<file path="src/rtl/demux_buffered.sv">
// Registered 1-to-CHANNELS demultiplexer. Each channel has a one-word holding register.
// Every channel drains through its own valid/ready port, independently of the others.
module demux_buffered #(
  parameter int WIDTH    = 4,
  parameter int CHANNELS = 2,
  parameter int SEL_W    = 1,
  parameter int CNT_W    = 8
) (
  input  logic                      clock,
  input  logic                      reset_n,
  input  logic                      in_valid,
  output logic                      in_ready,
  input  logic [SEL_W-1:0]          in_select,
  input  logic [WIDTH-1:0]          in_data,
  output logic [CHANNELS-1:0]       out_valid,
  input  logic [CHANNELS-1:0]       out_ready,
  output logic [CHANNELS*WIDTH-1:0] out_data,
  output logic                      drop_err,
  output logic [CNT_W-1:0]          accept_count
);

  localparam int unsigned LP_CH = CHANNELS;

  logic [CHANNELS-1:0] w_full;
  logic                w_sel_ok;
  logic                w_full_sel;
  logic                w_rdy_sel;
  logic                w_accept;
  logic                w_route;
  logic                w_drop;
  logic                r_drop_err;
  logic [CNT_W-1:0]    r_count;

  // A selected channel can take a word when it is empty or is being drained this cycle.
  always_comb begin
    w_sel_ok   = (32'(in_select) < LP_CH);
    w_full_sel = 1'b0;
    w_rdy_sel  = 1'b0;
    for (int k = 0; k < CHANNELS; k++) begin
      if (32'(in_select) == 32'(k)) begin
        w_full_sel = w_full[k];
        w_rdy_sel  = out_ready[k];
      end
    end
    in_ready = w_sel_ok ? (!w_full_sel || w_rdy_sel) : 1'b1;
  end

  assign w_accept = in_valid & in_ready;
  assign w_route  = w_accept & w_sel_ok;
  assign w_drop   = w_accept & ~w_sel_ok;

  for (genvar k = 0; k < CHANNELS; k++) begin : g_ch
    logic             r_full;
    logic [WIDTH-1:0] r_data;
    logic             w_hit;

    assign w_hit = w_route & (32'(in_select) == 32'(k));

    always_ff @(posedge clock or negedge reset_n) begin
      if (!reset_n) begin
        r_full <= 1'b0;
        r_data <= '0;
      end else if (w_hit) begin
        r_full <= 1'b1;
        r_data <= in_data;
      end else if (r_full && out_ready[k]) begin
        r_full <= 1'b0;
      end
    end

    assign w_full[k]                    = r_full;
    assign out_valid[k]                 = r_full;
    assign out_data[k*WIDTH +: WIDTH]   = r_data;
  end

  // Dropped words are consumed silently except for the sticky error flag.
  always_ff @(posedge clock or negedge reset_n) begin
    if (!reset_n) begin
      r_drop_err <= 1'b0;
      r_count    <= '0;
    end else begin
      if (w_drop)  r_drop_err <= 1'b1;
      if (w_route) r_count    <= r_count + CNT_W'(1);
    end
  end

  assign drop_err     = r_drop_err;
  assign accept_count = r_count;

endmodule

</file>
<file path="config.mk">
export PLATFORM = sky130hd
export DESIGN_NAME = demux_buffered
export DESIGN_NICKNAME = d
export VERILOG_FILES = /design/src/rtl/demux_buffered.sv
export SDC_FILE = /design/constraint.sdc
export NUM_CORES = 1
export LEC_CHECK = 0
export BUFFER_PORTS_ARGS = -buffer_cell sky130_fd_sc_hd__buf_2
export CAP_MARGIN = 20
export CORE_ASPECT_RATIO = 0.75
export CORE_MARGIN = 2
export CORE_UTILIZATION = 42
export DETAILED_ROUTE_END_ITERATION = 16
export HOLD_SLACK_MARGIN = 0.1
export PLACE_DENSITY = 0.69
export SETUP_SLACK_MARGIN = 0.3
export SLEW_MARGIN = 20
export SYNTH_ARGS = -nofsm -noshare
export SYNTH_HDL_FRONTEND = slang
export SYNTH_SLANG_ARGS = --single-unit
</file>
<file path="constraint.sdc">
create_clock -name clock -period 1.45 [get_ports clock]
set_input_delay 0.145 -clock clock [delete_from_list [all_inputs] [get_ports clock]]
set_output_delay 0.145 -clock clock [all_outputs]
set_load 0.01 [all_outputs]
</file>
# Word-level counts from Yosys, hierarchy flattened
# Cells that the tools add are included.
dict set report totals {
  out_inout_bits 20
  inputBits 10
  elab_cells 22
  regBits 18
}
dict set report classes {
  n_reduce_logical 6
  bitwise 4
  mux 6
  add_sub_neg 1
}
# op count
set ops {}
lappend ops {{adder 8 x 1 -> 8 bit (second input constant)} 1}
lappend ops {{two-way mux 1 bit} 6}
lappend ops {{nonzero test 2 bit} 2}
lappend ops {{AND 1 bit} 3}
lappend ops {{logical AND 1 bit} 2}
lappend ops {{logical NOT 1 bit} 1}
lappend ops {{logical OR 1 bit} 1}
lappend ops {{inverter 1 bit} 1}

# Depth between registers and ports, before layout
# Gate-level depths: netlist (run 1).
dict set report logic_depth {
  word_depth 6
  ltp_mapped 5
  ltp_nobuf 4
}

# Worst setup path after synthesis (run 1)
# OpenSTA, ideal clock, no wires.
dict set report synth_path {
  path_type {register to register}
  start {register g_ch[0].r_full}
  end {register r_count[7], in the netlist accept_count[7]}
  required_ps 1325
  n_path_buf 1
  t_arrival_ps 1302
  synth_period_minus_slack_ps 1427
  setup_time_ps 125
  slack_ps 23
  path_stages_with_launch 6
  path_cell_list {dfrtp_1 or3b_1 and3_1 buf_6 and4_1 xor2_1}
}
dict set report synth_between {
  elab_chain_cells 4
}
# element line_no
set synth_lines {}
lappend synth_lines {{start, declared} 53} ;# logic r_full;
lappend synth_lines {{start signal, assigned} 61} ;# r_full <= 1'b0;
lappend synth_lines {{start signal, assigned} 64} ;# r_full <= 1'b1;
lappend synth_lines {{start signal, assigned} 67} ;# r_full <= 1'b0;
lappend synth_lines {{two-way mux 1 bit} 40} ;# if (32'(in_select) == 32'(k)) begin
lappend synth_lines {{logical NOT 1 bit} 45} ;# in_ready = w_sel_ok ? (!w_full_sel || w_rdy_sel) : 1'b1;
lappend synth_lines {{logical OR 1 bit} 45}
lappend synth_lines {{AND 1 bit} 48} ;# assign w_accept = in_valid & in_ready;
lappend synth_lines {{end signal, assigned} 83} ;# if (w_route) r_count <= r_count + CNT_W'(1);
lappend synth_lines {{end, declared} 32} ;# logic [CNT_W-1:0] r_count;
# Every way passes these cells.
# A chain may end at the register's enable or synchronous reset.

# Final worst setup path (run 1)
dict set report layout_path {
  start {register g_ch[0].r_full}
  end {output in_ready}
}
dict set report layout_between {
  elab_chain_cells 3
}
# element line_no
set layout_lines {}
lappend layout_lines {{two-way mux 1 bit} 40}
lappend layout_lines {{logical NOT 1 bit} 45}
lappend layout_lines {{logical OR 1 bit} 45}
lappend layout_lines {{end, declared} 12} ;# output logic in_ready,
# Every way passes these cells.

==> run summary, run 1 <==
Synthesis instantiated 21 different standard cells from the library. The fraction of synthesized cell area taken by the top area cell type is 57.0%. The repair_antennas step left the layout with diodes totalling 0.

The root buffer selected by CTS was sky130_fd_sc_hd__clkbuf_4. The worst path uses 99.0% of the clock period. The die covers 2250 um^2. The pin count of the biggest net entering global routing was 19. The startpoint identified for the worst hold timing path is in_valid. By area the synthesized netlist is led by sky130_fd_sc_hd__dfrtp_1 57%, sky130_fd_sc_hd__mux2_2 13%, sky130_fd_sc_hd__xnor2_1 4.4%. For the worst flop-to-flop path, the logic depth is 5.

First-pass GRT wire length: 2470 um. Subtracting the final worst setup slack from the clock period gives 1.44 ns. The detailed router finished its first iteration with 8 violations. For the worst vdd rail ir drop, the log shows 0.000818 V. The number of sinks on the clock net came out at 18. The area growth from synthesis to layout was 41.6%; the wire length reported by the detailed router was 1650 um.

After detailed routing, the average wire length per cell comes to 13.5 um. Type of the setup path with the least slack: reg -> out. Data on the critical path is required at its endpoint by 1.31 ns. For this design the ratio of total power to cell area is 1420 nW/um^2. The tools report the max-cap check violation count as 0.

The floorplan step set the die width to 54.1 um. The layout has 141 filler cells. The type of destination of the critical path was a primary output.

The synthesized design spends more area on one cell type than any other, namely sky130_fd_sc_hd__dfrtp_1. The logs give 0 for the number of hold violations in the final report and 0.588 nW for the leakage power. The tools report the remaining global-route overflow as 0.

Master of the slowest instance on the critical path: sky130_fd_sc_hd__or3b_4. Walking the worst path, the cells encountered are or3b_4, and2_4, buf_6. Setup repair after global routing could not meet its margin everywhere.

For this run, the number of Yosys warnings is 0. In this run the worst hold path is classified as in -> reg. For this configuration, the core starts out at a cell density of 45.0%.

The count of port buffers added during placement is 28, and the via density per instance is 4.89. The highest fanout seen on the critical path works out to 2. In the synthesized netlist the async set-or-reset flop fraction comes to 100%. In this run, synthesis produced a sequential element count of 18.

The highest clock rate was 0.697 GHz; the final weighted congestion in routability-driven placement was 0.706. For the via count of the first global-routing pass, the log shows 552. The run gives 112 as the final net count. Flip-flop cell with the highest count after synthesis: sky130_fd_sc_hd__dfrtp_1. Once placement finished, the instance area stood at 958 um^2. The flow ran to the end, and the final reports show no timing, DRC or antenna violations. The synthesized netlist occupies a cell area of 791 um^2. Clock-pin slew was measured on the worst setup and hold paths at 0.10 ns. In the routed design, unresolved DRC markers number 0. In this run the vertical extent of the chip is 41.6 um.

The first TritonRoute pass finished after 2 iterations. Pin placement for this block handled 30 I/O pins. The path with the worst hold slack has its endpoint at g_ch[1].r_full. In this run, synthesis inferred 0 flip-flops with an integrated enable. The run gives 596 as the total number of vias. TritonCTS built the clock tree. The run gives 0.00127 ns as the final setup skew.

In the post-synthesis netlist, the cell with the most instances is sky130_fd_sc_hd__dfrtp_1. The endpoint arrival time on the critical path is 1.29 ns, and the H-tree depth is 1. Total count of max-transition violations in the final report: 0. Ranked by instance count, the synthesized netlist is headed by 18 x sky130_fd_sc_hd__dfrtp_1, 9 x sky130_fd_sc_hd__mux2_2, 4 x sky130_fd_sc_hd__nand2_1, 4 x sky130_fd_sc_hd__xnor2_1.

The count of nets left with antenna violations after detail routing is 0, and the standard cell core area is 1760 um^2. On the worst path, the slowest cell contributes a delay of 0.38 ns. The sequential cell area fraction in the yosys report was 57.0%. The buffer levels on the longest clock path came out at 2.

The average cell area after synthesis works out to 13.0 um^2. STA classifies the critical path startpoint as a flip-flop. The post-detailed-placement half-perimeter wirelength is 1100 um, and the count of endpoints failing setup in the final report is 0.

The share of layout cells above drive strength 1 is 53.0%, and the clock buffer count from CTS is 3. The sequential cells in the finished layout cover a total of 450 um^2. The cell depth of the worst hold path was 3.

In this run the register-to-register setup slack is 0.04 ns. The number of antenna violations at the first check in global routing was 0; the placement row count was 13. The count of mapped cells out of synthesis is 61, and the area taken by multi-input logic gates is 353 um^2. In this run the critical register-to-register path is launched from g_ch[0].r_full. The clock insertion delay at the later pin of the skew report is 0.29 ns.

The endpoint identified for the worst register-to-register timing path is accept_count[4]. The run gives 15.3% as the global-route usage over all layers. When the netlist entered floorplanning its net count stood at 72.

Power comes to 1.59 mW. With fillers left out, the area of the finished cells amounts to 1120 um^2.
## layout make-up
class,instances,area share [%]
flip-flops and latches,18,40.2
multi-input cells,37,31.5
repair buffers,39,21.9
clock buffers,4,3.24
well taps,22,2.46
inverters,2,0.670
## registers in the layout (all words and copies together) (netlist names)
signal and cells:
g_ch.r_data 8, g_ch.r_full 2, accept_count 8
## where the power goes
part | switching (mW) | internal, mW | total (mW) | leakage (nW)
Clock | 0.157 | 0.153 | 0.311 | 0.0210
Sequential | 0.135 | 0.635 | 0.769 | 0.219
Combinational | 0.227 | 0.281 | 0.508 | 0.348
Total | 0.519 | 1.07 | 1.59 | 0.588
## layout by cell type (no fill, tap or decap), types with 2 or more instances in the layout
cell type                       count
sky130_fd_sc_hd__dlygate4sd3_1      5
sky130_fd_sc_hd__mux2_4             8
sky130_fd_sc_hd__buf_6              2
sky130_fd_sc_hd__buf_2             27
sky130_fd_sc_hd__and3_1             2
sky130_fd_sc_hd__xor2_1             3
sky130_fd_sc_hd__clkbuf_4           3
sky130_fd_sc_hd__buf_4              5
sky130_fd_sc_hd__nand2_1            4
sky130_fd_sc_hd__nand4_1            3
sky130_fd_sc_hd__xnor2_1            4
sky130_fd_sc_hd__inv_1              2
sky130_fd_sc_hd__dfrtp_1           18
## per-layer routing
layer | global-route usage [%] | up-vias | wire length [um]
met5 | 0 | - | 0
li1 | - | 284 | -
met4 | 4.50 | 0 | 14
met1 | 21.4 | 293 | 820
met2 | 22.4 | 17 | 717
met3 | 5.40 | 2 | 96
## through the flow
stage	util (%)	cells	TNS, ns	setup WS (ns)	hold slack, ns
2_1_floorplan	-	61	0	0.0582	-0.151
3_3_place_gp	54.6	110	0	0.0969	0.0952
3_5_place_dp	54.6	110	0	0.0717	0.0986
4_1_cts	62.3	122	0	0.0327	0.116
5_1_grt	63.7	122	-0.0264	-0.0264	0.129
6_report	63.7	122	0	0.0150	0.114
## worst max-delay path, delay by kind of cell, from the launching register on
kind,cells,cell delay (ns)
and+or+nand+nor,2,0.53
DFF,1,0.36
buffers and inverters,1,0.11
## timing repair
action                                  4_1_cts  5_1_grt
pin swaps                                     1        0
hold buffers                                  5        0
setup buffers                                 3        0
gates cloned                                  0        0
endpoints found under the hold margin        26        0
gates resized for setup                       8        6
endpoints found under the setup margin       13       17
## worst max path at each step
stage | from | endpoint | slack, ns | cells after the start
after floorplan | g_ch[0].r_full | accept_count[7] | 0.06 | 5
final | g_ch[0].r_full | in_ready | 0.01 | 3
after global routing | g_ch[0].r_full | in_ready | -0.03 | 3
after detailed placement | g_ch[0].r_full | accept_count[3] | 0.07 | 5
after CTS | g_ch[0].r_full | in_ready | 0.03 | 3
after global placement | g_ch[0].r_full | accept_count[4] | 0.1 | 5
## kinds of logic (layout without fill, tap and decap cells)
group | after synthesis | in the layout | synth area share (%)
buf+inv | 6 | 45 | 5.22
fa+ha+maj | 1 | 1 | 1.58
other cells | 1 | 1 | 0.474
xor+xnor | 7 | 7 | 7.75
compound gates | 2 | 2 | 1.26
flops | 18 | 18 | 57.0
mux | 9 | 9 | 12.8
simple gates | 17 | 17 | 13.9
No activity file was read; power rests on OpenSTA's default activity.
==> run 2: changes to the inputs <==
--- a/config.mk
+++ b/config.mk
@@ -7,12 +7,14 @@
 export LEC_CHECK = 0
 export BUFFER_PORTS_ARGS = -buffer_cell sky130_fd_sc_hd__buf_2
 export CAP_MARGIN = 20
+export CELL_PAD_IN_SITES_DETAIL_PLACEMENT = 1
+export CELL_PAD_IN_SITES_GLOBAL_PLACEMENT = 1
 export CORE_ASPECT_RATIO = 0.75
 export CORE_MARGIN = 2
-export CORE_UTILIZATION = 42
+export CORE_UTILIZATION = 32
 export DETAILED_ROUTE_END_ITERATION = 16
 export HOLD_SLACK_MARGIN = 0.1
-export PLACE_DENSITY = 0.69
+export PLACE_DENSITY = 0.68
 export SETUP_SLACK_MARGIN = 0.3
 export SLEW_MARGIN = 20
 export SYNTH_ARGS = -nofsm -noshare
==> run 2 against run 1 <==
  * Count of clock-buffer cells in the layout is the same
  * Highest routed layer unchanged
  * Clock power about the same
  * Routed wire length up 9.8%
  * Combinational power is 11% higher
  * Fmax rose by 1.2%
  * Largest power group unchanged
  * Flip-flop and latch count did not move
  * Design area increased by 4.2%
  * First-iteration DRC count grew 13%
  * Largest cell class unchanged
  * Critical path type unchanged
  * Sequential power is 1% higher
==> run summary, run 2 (synthesized netlist as in run 1, its figures left out) <==
The total negative slack for setup checks is 0 ns. Before CTS, the worst setup slack after placement is 0.0601 ns. The type of destination of the critical path is a primary output. The global-route usage over all layers was 14.4%.

The path class of the tightest hold or removal check is in -> reg. Total count of max-transition violations in the final report: 0. The run gives 1270 um as the post-detailed-placement half-perimeter wirelength.

The library cell used most frequently in the layout, excluding fill and tap cells, is sky130_fd_sc_hd__buf_2. The worst setup path is of the reg -> out kind. The post-layout minimum cycle time came out at 1.42 ns. For the standard cell core area, the log shows 2330 um^2. The final weighted congestion in routability-driven placement is 0.734.

The clock transition at the register clock pins on the worst setup and hold paths after CTS is 0.11 ns, and the final worst-path cycle share is 97.8%. The run gives 19 as the pin count of the biggest net entering global routing. STA classifies the critical path startpoint as a flip-flop.

Worst vdd rail ir drop: 0.000571 V. The remaining global-route overflow was 0; the register area was 450 um^2. The number of hold violations in the final report is 0, and the clock insertion delay at the later pin of the skew report is 0.29 ns.

The H-tree depth is 1, and the count of routing violations after the opening detailed-route iteration is 9. The run gives 2930 um as the first-pass GRT wire length. For the number of antenna violations at the first check in global routing, the log shows 0.

Leakage power: 0.605 nW. At the worst endpoint, the arrival time is 1.27 ns. The die is 47.1 um tall. The die covers 2890 um^2. Counting every sink on the clock net gives 18. Dividing the detail-routed wire length by the instance count gives 13.5 um. The run gives 578 as the via count of the first global-routing pass. Cells with a size suffix above 1 make up 57.0% of the layout.

Data on the critical path is required at its endpoint by 1.31 ns. The highest clock rate is 0.705 GHz. The starting density of the core is 34.0%. The final worst-path setup slack came out at 0.0320 ns.

The net count of the finished layout is 112. After filler insertion, the fill cell instance count of the layout stands at 262. Placement row count: 15.

TritonCTS built the clock tree. The first-pass detailed-route iteration total came out at 4. The run gives 3 as the clock buffer count from CTS. Relative to the synthesized area, the layout overhead comes to 47.6%. The routed design has 1810 um of wire.

The cell area power density works out to 1420 nW/um^2. Highest fanout seen on the critical path: 2. The via density per instance came out at 4.42. Max-cap violations in this run came to 0. For this block, the via count after detailed routing is 592. The die is 61.4 um wide. The top cell types in the final layout, fill and taps aside, are 27 x sky130_fd_sc_hd__buf_2, 18 x sky130_fd_sc_hd__dfrtp_1, 8 x sky130_fd_sc_hd__mux2_4.

The count of port buffers added during placement was 28; the DRC violation count after routing was 0. Setup violations remaining at the end of the flow were counted as 0. For the count of nets left with antenna violations after detail routing, the log shows 0. The repair_antennas step left the layout with diodes totalling 0.

Setup repair after global routing could not meet its margin everywhere. The buffer levels on the longest clock path came out at 2. The flow ran to the end, and the final reports show no timing, DRC or antenna violations. For this design the top-level I/O count stands at 30.

The area taken by multi-input logic gates is 378 um^2. Final setup skew: 0.00707 ns. Root buffer selected by CTS: sky130_fd_sc_hd__clkbuf_4.
==> run 2: power breakdown <==
part	total (mW)	leakage, nW	internal, mW	switching, mW
Sequential	0.778	0.219	0.635	0.143
Clock	0.309	0.0210	0.153	0.156
Combinational	0.565	0.365	0.315	0.250
Total	1.65	0.605	1.10	0.550
==> run 2: layout make-up <==
type	instances	share of cell area (%)
clock buffers	4	3.11
inverters	2	0.643
multi-input cells	37	32.4
well taps	34	3.64
flip-flops and latches	18	38.6
repair buffers	39	21.7
==> run 2: repair_timing <==
action,CTS,global route
buffers inserted,3,0
endpoints found under the hold margin,26,0
setup endpoints to repair,17,17
resized for setup,8,14
pin swaps,1,3
hold buffers,5,0
==> run 2: through the flow <==
| stage | util (%) | std cells | cell area (um^2) | hold WS, ns | total power [mW] |
|---|---|---|---|---|---|
| finish | 50.2 | 134 | 1170 | 0.123 | 1.65 |
| global route | 50.2 | 134 | 1170 | 0.143 | 1.78 |
| CTS | 47.7 | 134 | 1110 | 0.108 | 1.60 |
| detailed placement | 41.8 | 122 | 973 | 0.101 | 1.25 |
| global placement | 41.8 | 122 | 973 | 0.0984 | 1.23 |
| floorplan | - | 61 | 802 | -0.151 | 1.03 |
==> run 2: layer usage <==
metal	wire length, um	track usage [%]	up-vias
met5	0	0	-
met4	18	2.55	0
met3	68	3.31	2
met2	823	22.3	15
met1	899	20.9	291
li1	-	-	284
==> run 2: worst paths after layout <==
path / startpoint / to / slack, ns / cells past startpoint
max in group asynchronous: reset_n / accept_count[1] / 0.85 / 2
min reg2reg: accept_count[7] / accept_count[7] / 0.47 / 1
max: g_ch[0].r_full / in_ready / 0.03 / 3
min: out_ready[1] / g_ch[1].r_full / 0.12 / 4
min in group asynchronous: reset_n / g_ch[0].r_data[2] / 0.31 / 2
max reg2reg: g_ch[0].r_full / accept_count[3] / 0.09 / 5
==> run 2: critical path: stages (launching register included) <==
cell and delay (ns):
sky130_fd_sc_hd__dfrtp_1 0.35, sky130_fd_sc_hd__or3b_4 0.38, sky130_fd_sc_hd__and2_4 0.15, sky130_fd_sc_hd__buf_6 0.11
